<file path="src/rtl/uart_apb_pkg.sv">
// uart_apb_pkg
//   Shared definitions for the UART APB initiator and anything that talks to it:
//   - apb_state_t   : initiator FSM state encoding
//   - TIMEOUT_CYCLES_DEF : default ACCESS wait budget for the timeout build
//   - REG_*         : UART register byte offsets, for drivers and benches
package uart_apb_pkg;

    typedef enum logic [1:0] {
        IDLE   = 2'd0,
        SETUP  = 2'd1,
        ACCESS = 2'd2,
        RESP   = 2'd3
    } apb_state_t;

    localparam int unsigned TIMEOUT_CYCLES_DEF = 16;

    localparam logic [31:0] REG_THR_RBR = 32'h0000_0000;
    localparam logic [31:0] REG_IER     = 32'h0000_0004;
    localparam logic [31:0] REG_FCR     = 32'h0000_0008;
    localparam logic [31:0] REG_LCR     = 32'h0000_000C;
    localparam logic [31:0] REG_LSR     = 32'h0000_0014;
    localparam logic [31:0] REG_DLL     = 32'h0000_0020;
    localparam logic [31:0] REG_DLH     = 32'h0000_0024;
    localparam logic [31:0] REG_PWREMU  = 32'h0000_0030;

endpackage

</file>
<file path="src/rtl/uart_apb_mst_timer.sv">
// uart_apb_mst_timer
//   16-bit saturating wait counter used to bound APB ACCESS phases.
//   Only instantiated when UART_APB_MASTER_TIMEOUT_EN is defined.
//   Ports:
//     pclk, presetn : clock, asynchronous active-low reset
//     i_clr         : clear the count (has priority over i_inc)
//     i_inc         : count one more waited cycle
//     o_expired     : count has reached LIMIT-1, i.e. the current waited
//                     cycle is the LIMIT-th one
module uart_apb_mst_timer #(
    parameter int unsigned LIMIT = 16
) (
    input  logic pclk,
    input  logic presetn,
    input  logic i_clr,
    input  logic i_inc,
    output logic o_expired
);

    localparam logic [15:0] LIMIT_M1 = 16'(LIMIT - 1);

    logic [15:0] r_count;

    always_ff @(posedge pclk or negedge presetn) begin
        if (!presetn) begin
            r_count <= '0;
        end else if (i_clr) begin
            r_count <= '0;
        end else if (i_inc && (r_count != '1)) begin
            r_count <= r_count + 16'd1;
        end
    end

    // Expiry is judged against the count before this cycle is added, so the
    // LIMIT-th low-pready cycle is the one that ends the transfer.
    assign o_expired = (r_count >= LIMIT_M1);

endmodule

</file>
<file path="src/rtl/uart_apb_master.sv">
// uart_apb_master
//   APB initiator: converts a valid/ready command stream into APB SETUP/ACCESS
//   transfers and returns read data / completion status on a valid/ready
//   response channel. One transfer outstanding at a time.
//   Optional feature macro: UART_APB_MASTER_TIMEOUT_EN (bounded ACCESS wait,
//   rsp_err reports expiry). Without it ACCESS waits forever and rsp_err = 0.
//   Ports:
//     pclk, presetn                       : clock, async active-low reset
//     cmd_valid/cmd_ready/cmd_write/
//     cmd_addr/cmd_wdata                  : command channel
//     rsp_valid/rsp_ready/rsp_rdata/rsp_err : response channel
//     psel/penable/pwrite/paddr/pwdata/
//     pready/prdata                       : APB requester port
module uart_apb_master
    import uart_apb_pkg::*;
#(
    parameter int unsigned ADDR_W         = 32,
    parameter int unsigned DATA_W         = 32,
    parameter int unsigned TIMEOUT_CYCLES = TIMEOUT_CYCLES_DEF
) (
    input  logic              pclk,
    input  logic              presetn,
    input  logic              cmd_valid,
    output logic              cmd_ready,
    input  logic              cmd_write,
    input  logic [ADDR_W-1:0] cmd_addr,
    input  logic [DATA_W-1:0] cmd_wdata,
    output logic              rsp_valid,
    input  logic              rsp_ready,
    output logic [DATA_W-1:0] rsp_rdata,
    output logic              rsp_err,
    output logic              psel,
    output logic              penable,
    output logic              pwrite,
    output logic [ADDR_W-1:0] paddr,
    output logic [DATA_W-1:0] pwdata,
    input  logic              pready,
    input  logic [DATA_W-1:0] prdata
);

    if ((TIMEOUT_CYCLES < 2) || (TIMEOUT_CYCLES > 65535)) begin : g_bad_timeout
        $error("uart_apb_master: TIMEOUT_CYCLES must be within 2..65535");
    end

    apb_state_t        r_state;
    logic              r_psel;
    logic              r_penable;
    logic              r_pwrite;
    logic [ADDR_W-1:0] r_paddr;
    logic [DATA_W-1:0] r_pwdata;
    logic              r_rsp_valid;
    logic [DATA_W-1:0] r_rsp_rdata;

`ifdef UART_APB_MASTER_TIMEOUT_EN
    logic r_rsp_err;
    logic w_tmo_clr;
    logic w_tmo_inc;
    logic w_tmo_expired;

    // SETUP always precedes ACCESS, so clearing there is a clear on entry.
    assign w_tmo_clr = (r_state == SETUP);
    assign w_tmo_inc = (r_state == ACCESS) && !pready;

    uart_apb_mst_timer #(
        .LIMIT (TIMEOUT_CYCLES)
    ) u_timer (
        .pclk      (pclk),
        .presetn   (presetn),
        .i_clr     (w_tmo_clr),
        .i_inc     (w_tmo_inc),
        .o_expired (w_tmo_expired)
    );

    assign rsp_err = r_rsp_err;
`else
    assign rsp_err = 1'b0;
`endif

    always_ff @(posedge pclk or negedge presetn) begin
        if (!presetn) begin
            r_state     <= IDLE;
            r_psel      <= 1'b0;
            r_penable   <= 1'b0;
            r_pwrite    <= 1'b0;
            r_paddr     <= '0;
            r_pwdata    <= '0;
            r_rsp_valid <= 1'b0;
            r_rsp_rdata <= '0;
`ifdef UART_APB_MASTER_TIMEOUT_EN
            r_rsp_err   <= 1'b0;
`endif
        end else begin
            unique case (r_state)
                IDLE: begin
                    if (cmd_valid) begin
                        r_pwrite <= cmd_write;
                        r_paddr  <= cmd_addr;
                        // pwdata keeps its last write value across reads
                        if (cmd_write) begin
                            r_pwdata <= cmd_wdata;
                        end
                        r_psel   <= 1'b1;
                        r_state  <= SETUP;
                    end
                end
                SETUP: begin
                    r_penable <= 1'b1;
                    r_state   <= ACCESS;
                end
                ACCESS: begin
                    // pready on the expiry cycle still counts as completion
                    if (pready) begin
                        r_rsp_rdata <= r_pwrite ? '0 : prdata;
`ifdef UART_APB_MASTER_TIMEOUT_EN
                        r_rsp_err   <= 1'b0;
`endif
                        r_psel      <= 1'b0;
                        r_penable   <= 1'b0;
                        r_rsp_valid <= 1'b1;
                        r_state     <= RESP;
                    end
`ifdef UART_APB_MASTER_TIMEOUT_EN
                    else if (w_tmo_expired) begin
                        r_rsp_rdata <= '0;
                        r_rsp_err   <= 1'b1;
                        r_psel      <= 1'b0;
                        r_penable   <= 1'b0;
                        r_rsp_valid <= 1'b1;
                        r_state     <= RESP;
                    end
`endif
                end
                RESP: begin
                    if (rsp_ready) begin
                        r_rsp_valid <= 1'b0;
                        r_state     <= IDLE;
                    end
                end
            endcase
        end
    end

    assign cmd_ready = (r_state == IDLE);
    assign psel      = r_psel;
    assign penable   = r_penable;
    assign pwrite    = r_pwrite;
    assign paddr     = r_paddr;
    assign pwdata    = r_pwdata;
    assign rsp_valid = r_rsp_valid;
    assign rsp_rdata = r_rsp_rdata;

endmodule
</file>
<file path="config.mk">
export PLATFORM = sky130hd
export DESIGN_NAME = uart_apb_master
export DESIGN_NICKNAME = d
export VERILOG_FILES = /design/src/rtl/uart_apb_pkg.sv /design/src/rtl/uart_apb_mst_timer.sv /design/src/rtl/uart_apb_master.sv
export SDC_FILE = /design/constraint.sdc
export NUM_CORES = 1
export LEC_CHECK = 0
export CORE_MARGIN = 1
export CORE_UTILIZATION = 30
export DETAILED_ROUTE_END_ITERATION = 12
export SLEW_MARGIN = 40
export SYNTH_ARGS = -nofsm -noshare
export SYNTH_HDL_FRONTEND = slang
export SYNTH_SLANG_ARGS = --single-unit
</file>
<file path="constraint.sdc">
create_clock -name pclk -period 4.6 [get_ports pclk]
set_input_delay 0.92 -clock pclk [delete_from_list [all_inputs] [get_ports pclk]]
set_output_delay 0.92 -clock pclk [all_outputs]
set_load 0.02 [all_outputs]
</file>
==> metrics.log, run 1 <==
[metrics] # placed instances: 675
[metrics] H-tree levels: 3
[metrics] tightest slew margin relative to the limit: 55.66%
[metrics] cell count after synthesis: 310
[metrics] Clock Tree Root: sky130_fd_sc_hd__clkbuf_16
[metrics] ordered list of cells on the worst path: inv_1, ha_1, clkdlybuf4s50_1
[metrics] count of input and output buffers: 202
[metrics] placeable core area: 13450 um2
[metrics] number of top-level pins: 204
[metrics] Final Routed Wirelength: 10.15 mm
[metrics] vias after detailed routing: 2943
[metrics] fin worst setup slack: 1796 ps
[metrics] wire length of the first global-routing pass: 16.06 mm
[metrics] biggest cell delay along the critical path: 660 ps
[metrics] number of buffers added to fix hold violations after cts: 0
[metrics] shortest clock period the worst path allows after layout: 2804 ps
[metrics] via-per-instance ratio: 4.253
[metrics] number of antenna violations at the first check in global routing: 1
[metrics] combined area of all synthesized cells: 4218 um2
[metrics] worst min-delay path category: flop to flop
[metrics] sort of element at the start of the critical path: flop
[metrics] number of DRC violations after detailed routing: 0
[metrics] layout cells sized above 1: 17.28%
[metrics] Syn Nets: 418
[metrics] number of distinct library cell variants in the gate-level netlist after synthesis: 23
[metrics] Fmax: 356.6 MHz
[metrics] Max-Cap Viols: 0
[metrics] DR pass1 iterations: 4
[metrics] worst hold slack across all endpoints: 480.2 ps
[metrics] max-slew violation count: 0
[metrics] fin nets: 618
[metrics] leakage power summed over all cells: 2.963 nW
[metrics] wire per inst: 14.66 um
[metrics] Final Power: 4.799 mW
[metrics] actual slew at the worst max-slew pin: 665.1 ps
[metrics] data arrival time of the critical path: 1880 ps
[metrics] Crit Path Category: flop to output port
[metrics] post-synthesis to final-layout area growth: 59.12%
[metrics] Crit. End Element: output port
[metrics] later-pin clock latency in the skew report: 340 ps
[metrics] gr usage total: 14.35%
[metrics] number of buffers added for setup after CTS: 0
[metrics] Top delay family on crit path: buffers and inverters
[metrics] worst path bufs/invs: 2
[metrics] Final Util: 49.89%
[metrics] final non-filler cell total: 692
[metrics] area taken by multi-input logic gates: 1549 um2
[metrics] final standard cell area without fillers: 6711 um2
[metrics] outcome: completed
[metrics] average size of a mapped cell: 13.61 um2
[metrics] PostCTS Resize Cnt: 0
[metrics] Period Utilization, post-route: 60.96%
[metrics] post-placement worst setup slack: 1985 ps
[metrics] worst-path fanout max: 5
[metrics] unrepaired setup endpoints after global routing: false
[metrics] total number of yosys warnings: 0
[metrics] die width: 120.6 um
[metrics] Max Buffers Root-to-Sink: 2
[metrics] CTS tree: built
[metrics] filler cell count in the final layout: 1249
[metrics] number of CTS-inserted buffers: 9
[metrics] clock slew seen by the registers of the worst setup and hold paths: 70 ps
[metrics] data required time at the worst endpoint: 3680 ps
[metrics] number of DRC markers after the initial detailed-route iteration: 98
[metrics] via count of the first global-routing pass: 3120
[metrics] Starting Density: 31.35%
[metrics] areal power density over the cells: 715.1 nW/um2
[metrics] largest clock skew in the final design: 5.908 ps
[metrics] remaining antenna violation count after routing: 0
[metrics] number of synthesized register bits: 102
[metrics] total setup violations reported at the end of the flow: 0
[metrics] fraction of the yosys area taken by sequential cells: 60.52%
[metrics] maximum ir drop on the vdd rail: 0.0003156 V
[metrics] Vert. Die Dim: 120.6 um
[metrics] # rows: 42
[metrics] count of final hold-check violations: 0
[metrics] sinks on the clock net: 102
[metrics] pin count of the biggest net entering global routing: 73
[metrics] sequential standard cell area: 2552 um2
[metrics] routability congestion estimate: 0.7358
[metrics] residual overflow from global routing: 0
[metrics] cell with the largest stage delay on the worst path: sky130_fd_sc_hd__clkdlybuf4s50_1
[metrics] DIE AREA: 14540 um2
[metrics] post-DP HPWL: 7.381 mm
[metrics] placement-stage cell area: 6381 um2
[metrics] aggregate negative setup slack: 0 ps
[cell families after synthesis]
| family | synth area share, % |
|---|---|
| mux | 20.65 |
| buf+inv | 3.055 |
| compound gates | 4.895 |
| fa+ha+maj | 1.780 |
| simple gates | 9.018 |
| other cells | 0.08891 |
| flops | 60.52 |
[power breakdown]
part / total (mW) / leakage, nW / switching [mW] / internal, mW
clock: 0.818 / 0.152 / 0.339 / 0.479
combinational: 2.40 / 1.58 / 1.11 / 1.29
sequential: 1.58 / 1.23 / 0.239 / 1.34
[registers in the layout, indices dropped and copies added, names as in the netlist]
register   flops
pwdata        32
pwrite         1
rsp_valid      1
penable        1
rsp_rdata     32
r_state        2
paddr         32
psel           1
[placed cells by master (no fill, tap or decap)]
cell,synthesis,routed
sky130_fd_sc_hd__o21ai_0,35,35
sky130_fd_sc_hd__a221oi_4,1,1
sky130_fd_sc_hd__mux2_2,35,35
sky130_fd_sc_hd__clkinv_4,0,1
sky130_fd_sc_hd__ha_1,6,6
sky130_fd_sc_hd__nor2_1,2,2
sky130_fd_sc_hd__bufinv_16,0,2
sky130_fd_sc_hd__nand2_1,36,35
sky130_fd_sc_hd__dfrtp_1,102,102
sky130_fd_sc_hd__clkinv_2,0,1
sky130_fd_sc_hd__inv_1,5,5
sky130_fd_sc_hd__conb_1,1,1
sky130_fd_sc_hd__inv_6,0,1
sky130_fd_sc_hd__buf_4,1,3
sky130_fd_sc_hd__nand2b_1,32,32
sky130_fd_sc_hd__and2b_4,1,1
sky130_fd_sc_hd__nand3_2,1,1
sky130_fd_sc_hd__a21oi_1,1,1
sky130_fd_sc_hd__clkdlybuf4s50_1,0,201
sky130_fd_sc_hd__clkbuf_16,0,9
sky130_fd_sc_hd__mux2i_1,3,3
sky130_fd_sc_hd__buf_6,6,1
sky130_fd_sc_hd__mux2_4,29,29
sky130_fd_sc_hd__clkinvlp_4,0,2
sky130_fd_sc_hd__nor3_1,1,1
sky130_fd_sc_hd__nand2_4,0,2
sky130_fd_sc_hd__diode_2,0,1
sky130_fd_sc_hd__mux2_1,1,1
sky130_fd_sc_hd__nor2b_1,1,1
[area by class of cell]
cell class,count,share of cell area [%]
inverters,5,0.2796
clock buffers,9,3.356
clock inverters,7,1.454
well taps,176,3.281
diodes,1,0.03729
multi-input cells,187,23.08
repair buffers,205,30.48
flip-flops and latches,102,38.03
[cell usage after synthesis]
cell | count | area, um2
sky130_fd_sc_hd__mux2_2 | 35 | 394.1
sky130_fd_sc_hd__mux2i_1 | 3 | 30.03
sky130_fd_sc_hd__inv_1 | 5 | 18.77
sky130_fd_sc_hd__nand2_1 | 36 | 135.1
sky130_fd_sc_hd__ha_1 | 6 | 75.07
sky130_fd_sc_hd__mux2_1 | 1 | 11.26
sky130_fd_sc_hd__nand2b_1 | 32 | 200.2
sky130_fd_sc_hd__buf_4 | 1 | 7.510
sky130_fd_sc_hd__buf_2 | 1 | 5.000
sky130_fd_sc_hd__buf_6 | 6 | 67.56
sky130_fd_sc_hd__o21ai_0 | 35 | 175.2
sky130_fd_sc_hd__nor3_1 | 1 | 5.000
sky130_fd_sc_hd__clkbuf_1 | 8 | 30.03
sky130_fd_sc_hd__dfrtp_1 | 102 | 2552
sky130_fd_sc_hd__nand2_2 | 1 | 6.260
sky130_fd_sc_hd__and2b_4 | 1 | 10.01
sky130_fd_sc_hd__nor2b_1 | 1 | 6.260
sky130_fd_sc_hd__nor2_1 | 2 | 7.510
sky130_fd_sc_hd__a21oi_1 | 1 | 5.000
sky130_fd_sc_hd__mux2_4 | 29 | 435.4
sky130_fd_sc_hd__nand3_2 | 1 | 10.01
sky130_fd_sc_hd__conb_1 | 1 | 3.750
sky130_fd_sc_hd__a221oi_4 | 1 | 26.28
[worst min-delay path, cell delays in order (launching register included)]
cell	delay, ps
sky130_fd_sc_hd__dfrtp_1	340
sky130_fd_sc_hd__nand2_1	40
sky130_fd_sc_hd__o21ai_0	60
[metal layers]
metal | GRT usage, % | vias to the layer above | share of wire (%)
li1 | - | 1430 | -
met1 | 18.07 | 1374 | 43
met2 | 22.56 | 126 | 47
met3 | 4.670 | 13 | 8.6
met4 | 6.096 | 0 | 1.8
met5 | 0 | - | 0
[worst paths after layout]
kind,cells past startpoint,startpoint,end,slack (ps)
max in group asynchronous,2,presetn,rsp_rdata[15],3120
setup reg to reg,5,r_state[0],pwdata[0],2690
hold reg to reg,2,rsp_rdata[5],rsp_rdata[5],480
setup / recovery,3,r_state[0],cmd_ready,1800
hold / removal,2,rsp_rdata[5],rsp_rdata[5],480
min in group asynchronous,1,presetn,rsp_rdata[5],570
No activity file was read; power rests on OpenSTA's default activity.
==> run 2, diff against run 1 <==
==> constraint.sdc (replaced) <==
create_clock -name pclk -period 2.26 [get_ports pclk]
set_input_delay 0.452 -clock pclk [delete_from_list [all_inputs] [get_ports pclk]]
set_output_delay 0.452 -clock pclk [all_outputs]
set_load 0.02 [all_outputs]
==> metrics.log, run 2 (synthesized netlist as in run 1, its figures left out) <==
[metrics] count of final hold-check violations: 0
[metrics] Max Buffers Root-to-Sink: 2
[metrics] count of input and output buffers: 202
[metrics] number of DRC markers after the initial detailed-route iteration: 108
[metrics] die width: 120.6 um
[metrics] unrepaired setup endpoints after global routing: false
[metrics] layout cells sized above 1: 17.76%
[metrics] number of buffers added to fix hold violations after cts: 0
[metrics] Final Routed Wirelength: 9.973 mm
[metrics] capturing element of the worst setup path: cmd_ready
[metrics] # placed instances: 678
[metrics] max-slew violation count: 0
[metrics] cell with the largest stage delay on the worst path: sky130_fd_sc_hd__dfrtp_1
[metrics] Max-Cap Viols: 0
[metrics] number of diodes: 0
[metrics] endpoint of the lowest-slack register-to-register path: r_state[1]
[metrics] remaining antenna violation count after routing: 0
[metrics] via count of the first global-routing pass: 3110
[metrics] data arrival time of the critical path: 1560 ps
[metrics] commonest non-fill, non-tap cell in the layout: sky130_fd_sc_hd__clkdlybuf4s50_1
[metrics] number of CTS-inserted buffers: 9
[metrics] number of cells on the critical path: 3
[metrics] sort of element at the start of the critical path: flop
[metrics] shortest clock period the worst path allows after layout: 2009 ps
[metrics] post-DP HPWL: 7.292 mm
[metrics] residual overflow from global routing: 0
[metrics] Period Utilization, post-route: 88.92%
[metrics] later-pin clock latency in the skew report: 340 ps
[metrics] Fmax: 497.6 MHz
[metrics] cell depth of the worst flop-to-flop path: 5
[metrics] post-placement worst setup slack: 326.9 ps
[metrics] number of buffers added for setup after CTS: 0
[metrics] maximum ir drop on the vdd rail: 0.0006193 V
[metrics] areal power density over the cells: 1441 nW/um2
[metrics] placeable core area: 13450 um2
[metrics] flop-to-flop setup slack: 580 ps
[metrics] worst-path fanout max: 5
[metrics] outcome: completed
[metrics] Crit. End Element: output port
[metrics] CTS tree: built
[metrics] Vert. Die Dim: 120.6 um
[metrics] worst path bufs/invs: 2
[metrics] Starting Density: 31.35%
[metrics] Clock Tree Root: sky130_fd_sc_hd__clkbuf_16
[metrics] Top delay family on crit path: buffers and inverters
[metrics] gr usage total: 14.24%
[metrics] final non-filler cell total: 694
[metrics] number of top-level pins: 204
[metrics] post-synthesis to final-layout area growth: 60.10%
[metrics] # rows: 42
[metrics] wire length of the first global-routing pass: 16.03 mm
[metrics] vias after detailed routing: 2943
[metrics] aggregate negative setup slack: 0 ps
[metrics] routability congestion estimate: 0.7304
[metrics] largest clock skew in the final design: 6.340 ps
[metrics] leakage power summed over all cells: 2.978 nW
[metrics] ordered list of cells on the worst path: inv_1, ha_1, dlygate4sd2_1
[metrics] fin nets: 621
[metrics] fin worst setup slack: 250.5 ps
[metrics] wire per inst: 14.37 um
[metrics] number of DRC violations after detailed routing: 0
[metrics] Crit Path Category: flop to output port
[metrics] DR pass1 iterations: 4
[metrics] pin count of the biggest net entering global routing: 56
[metrics] data required time at the worst endpoint: 1810 ps
[metrics] biggest cell delay along the critical path: 400 ps
[metrics] sinks on the clock net: 102
[metrics] number of antenna violations at the first check in global routing: 0
[metrics] clock slew seen by the registers of the worst setup and hold paths: 70 ps
[metrics] total setup violations reported at the end of the flow: 0
[metrics] via-per-instance ratio: 4.241
[metrics] H-tree levels: 3
[metrics] worst min-delay path category: primary input to async pin
[metrics] PostCTS Resize Cnt: 1
[metrics] DIE AREA: 14540 um2
[metrics] Setup crit start: r_state[0]
[metrics] commonest non-fill, non-tap cells in the layout: 200 x sky130_fd_sc_hd__clkdlybuf4s50_1, 102 x sky130_fd_sc_hd__dfrtp_1, 35 x sky130_fd_sc_hd__mux2_2, 35 x sky130_fd_sc_hd__nand2_1, 35 x sky130_fd_sc_hd__o21ai_0
[metrics] launch point of the worst reg-to-reg path: r_state[0]
[run 2: how the worst min path moves through the flow]
| stage | startpoint | to | slack (ps) |
|---|---|---|---|
| 3_3_place_gp | presetn | rsp_rdata[4] | 440 |
| 6_report | presetn | rsp_rdata[4] | 50 |
| 3_5_place_dp | presetn | rsp_rdata[4] | 440 |
| 2_1_floorplan | presetn | paddr[0] | 160 |
| 5_1_grt | presetn | rsp_rdata[4] | 80 |
| 4_1_cts | presetn | rsp_rdata[4] | 60 |
[run 2: area by class of cell]
class	count	area (um2)
Clock buffer	10	239.0
Multi-Input combinational cell	187	1539
Sequential cell	102	2552
Inverter	5	18.77
Fill cell	1221	6700
Tap cell	176	220.2
Timing Repair Buffer	208	2113
Clock inverter	6	70.07
[run 2: per-layer routing]
| metal | part of all wire [%] | global-route usage (%) |
|---|---|---|
| met1 | 44 | 18.55 |
| met2 | 46 | 21.84 |
| met3 | 8.4 | 4.575 |
| met4 | 1.5 | 5.787 |
| met5 | 0 | 0 |
[run 2: power by group]
part | internal [mW] | total, mW | switching, mW
sequential | 2.72 | 3.20 | 0.478
clock | 0.894 | 1.58 | 0.686
combinational | 2.67 | 4.95 | 2.28
total | 6.28 | 9.73 | 3.45
[run 2: worst register-to-register path: stages, from the launching register on]
cell and delay (ps):
sky130_fd_sc_hd__dfrtp_1 380, sky130_fd_sc_hd__inv_1 110, sky130_fd_sc_hd__ha_1 290, sky130_fd_sc_hd__and2b_4 200
sky130_fd_sc_hd__a221oi_4 220, sky130_fd_sc_hd__mux2_1 350
[run 2: per-stage QoR]
step | utilization, % | hold slack [ps] | power [mW] | area, um2
floorplan | - | 156.4 | 5.857 | 4218
global placement | 47.91 | 436.3 | 8.165 | 6445
detailed placement | 47.91 | 437.0 | 8.251 | 6445
CTS | 50.20 | 57.64 | 9.892 | 6753
global route | 50.20 | 80.83 | 10.33 | 6753
finish | 50.20 | 49.06 | 9.733 | 6753
==> run 3, diff against run 2 <==
--- a/config.mk
+++ b/config.mk
@@ -5,7 +5,7 @@
 export SDC_FILE = /design/constraint.sdc
 export NUM_CORES = 1
 export LEC_CHECK = 0
-export CORE_MARGIN = 1
+export CORE_MARGIN = 4
 export CORE_UTILIZATION = 30
 export DETAILED_ROUTE_END_ITERATION = 12
 export SLEW_MARGIN = 40
==> metrics.log, run 3 (synthesized netlist as in run 1, its figures left out) <==
[metrics] number of CTS-inserted buffers: 9
[metrics] remaining antenna violation count after routing: 0
[metrics] # rows: 43
[metrics] Final Power: 9.565 mW
[metrics] switching component of the power: 3.438 mW
[metrics] wire length of the first global-routing pass: 17.33 mm
[metrics] number of buffers added to fix hold violations after cts: 0
[metrics] fin worst setup slack: 252.1 ps
[metrics] fraction of power consumed by sequential logic: 33.6%
[metrics] Max-Cap Viols: 0
[metrics] count of input and output buffers: 202
[metrics] endpoint of the lowest-slack register-to-register path: r_state[1]
[metrics] cell with the largest stage delay on the worst path: sky130_fd_sc_hd__dfrtp_1
[metrics] post-synthesis to final-layout area growth: 59.33%
[metrics] via count of the first global-routing pass: 3300
[metrics] Top delay family on crit path: buffers and inverters
[metrics] via-per-instance ratio: 4.280
[metrics] layout cells sized above 1: 17.73%
[metrics] # placed instances: 684
[metrics] largest clock skew in the final design: 2.649 ps
[metrics] maximum ir drop on the vdd rail: 0.0006054 V
[metrics] leakage power summed over all cells: 2.973 nW
[metrics] H-tree levels: 3
[metrics] Crit. End Element: output port
[metrics] residual overflow from global routing: 0
[metrics] final non-filler cell total: 699
[metrics] number of top-level pins: 204
[metrics] number of DRC markers after the initial detailed-route iteration: 113
[metrics] number of antenna violations at the first check in global routing: 0
[metrics] data arrival time of the critical path: 1560 ps
[metrics] areal power density over the cells: 1423 nW/um2
[metrics] commonest non-fill, non-tap cells in the layout: 200 x sky130_fd_sc_hd__clkdlybuf4s50_1, 102 x sky130_fd_sc_hd__dfrtp_1, 35 x sky130_fd_sc_hd__mux2_2, 35 x sky130_fd_sc_hd__nand2_1, 35 x sky130_fd_sc_hd__o21ai_0
[metrics] fraction of power consumed by the clock network: 14.4%
[metrics] post-DP HPWL: 8.183 mm
[metrics] sinks on the clock net: 102
[metrics] flop-to-flop setup slack: 570 ps
[metrics] fin nets: 623
[metrics] worst-path fanout max: 5
[metrics] aggregate negative setup slack: 0 ps
[metrics] DIE AREA: 16020 um2
[metrics] outcome: completed
[metrics] Comb power frac: 52.0%
[metrics] DR pass1 iterations: 4
[metrics] Period Utilization, post-route: 88.85%
[metrics] proportion of total power due to net switching: 35.94%
[metrics] biggest cell delay along the critical path: 400 ps
[metrics] Max Buffers Root-to-Sink: 2
[metrics] Clock Tree Root: sky130_fd_sc_hd__clkbuf_16
[metrics] cell depth of the worst flop-to-flop path: 5
[metrics] worst path bufs/invs: 2
[metrics] unrepaired setup endpoints after global routing: false
[metrics] Internal Pwr Total: 6.127 mW
[metrics] commonest non-fill, non-tap cell in the layout: sky130_fd_sc_hd__clkdlybuf4s50_1
[metrics] final standard cell area without fillers: 6720 um2
[metrics] gr usage total: 13.61%
[metrics] routability congestion estimate: 0.7430
[metrics] number of diodes: 0
[metrics] filler cell count in the final layout: 1233
[metrics] clock slew seen by the registers of the worst setup and hold paths: 60 ps
[metrics] wire per inst: 15.51 um
[metrics] vias after detailed routing: 2992
[metrics] Fmax: 498.0 MHz
[metrics] pin count of the biggest net entering global routing: 65
[metrics] shortest clock period the worst path allows after layout: 2008 ps
[metrics] max-slew violation count: 0
[metrics] sort of element at the start of the critical path: flop
[metrics] placement-stage cell area: 6465 um2
[metrics] launch point of the worst reg-to-reg path: r_state[1]
[metrics] CTS tree: built
[metrics] Crit Path Category: flop to output port
[metrics] ordered list of cells on the worst path: inv_1, ha_1, dlygate4sd2_1
[metrics] count of final hold-check violations: 0
[metrics] die width: 126.6 um
[metrics] Final Routed Wirelength: 10.84 mm
[metrics] post-placement worst setup slack: 299.0 ps
[metrics] worst min-delay path category: primary input to async pin
[metrics] Vert. Die Dim: 126.6 um
[metrics] placeable core area: 13830 um2
[metrics] number of DRC violations after detailed routing: 0
[metrics] Starting Density: 30.50%
[metrics] data required time at the worst endpoint: 1810 ps
[metrics] later-pin clock latency in the skew report: 340 ps
[metrics] total setup violations reported at the end of the flow: 0
run 3: changes by cell type in the layout (fill, tap and decap cells not counted), sizes merged:
cell / previous run / this run
buf: 7 / 9
bufinv: 1 / 0
clkinv: 1 / 4
clkinvlp: 3 / 1
inv: 6 / 5
run 3: layout make-up:
| type | count | area [um2] | area share [%] |
|---|---|---|---|
| Clock inverter | 5 | 27.53 | 0.4096 |
| Inverter | 5 | 18.77 | 0.2793 |
| Sequential cell | 102 | 2552 | 37.98 |
| Clock buffer | 10 | 229.0 | 3.407 |
| Timing Repair Buffer | 210 | 2128 | 31.67 |
| Tap cell | 180 | 225.2 | 3.351 |
| Multi-Input combinational cell | 187 | 1539 | 22.90 |
run 3: power by group through the flow:
stage	registers [mW]	clock network, mW	logic [mW]
floorplan	4.28	0	1.58
global placement	3.21	0	4.99
detailed placement	3.24	0	5.05
CTS	3.23	1.45	5.06
global route	3.33	1.52	5.31
finish	3.21	1.38	4.97
run 3: worst max-delay path by stage:
stage	from	endpoint	slack (ps)	cells past startpoint
after floorplan	r_state[0]	pwdata[10]	580	5
after global placement	r_state[0]	cmd_ready	340	3
after detailed placement	cmd_valid	r_state[1]	300	4
after CTS	r_state[0]	cmd_ready	210	3
after global routing	r_state[0]	cmd_ready	120	3
final	r_state[0]	cmd_ready	250	3
run 3: per-stage QoR:
| stage | hold slack [ps] | utilization [%] |
|---|---|---|
| after floorplan | 156.4 | - |
| after global placement | 426.0 | 46.76 |
| after detailed placement | 439.8 | 46.76 |
| after CTS | 59.08 | 48.60 |
| after global routing | 78.41 | 48.60 |
| final | 62.30 | 48.60 |
run 3: timing repair:
action | 4_1_cts | 5_1_grt
gates resized for setup | 1 | 0
hold endpoints to repair | 0 | 0
setup endpoints to repair | 1 | 0
buffers inserted | 0 | 0
run 3: per-layer routing:
metal  part of all wire (%)  GRT usage [%]  vias to the layer above  wire length (um)
li1                       -              -                     1440                 -
met1                     43          16.41                     1413              4619
met2                     47          21.98                      130              5107
met3                    9.5          6.568                        9              1027
met4                   0.81          3.407                        0                88
met5                      0              0                        -                 0
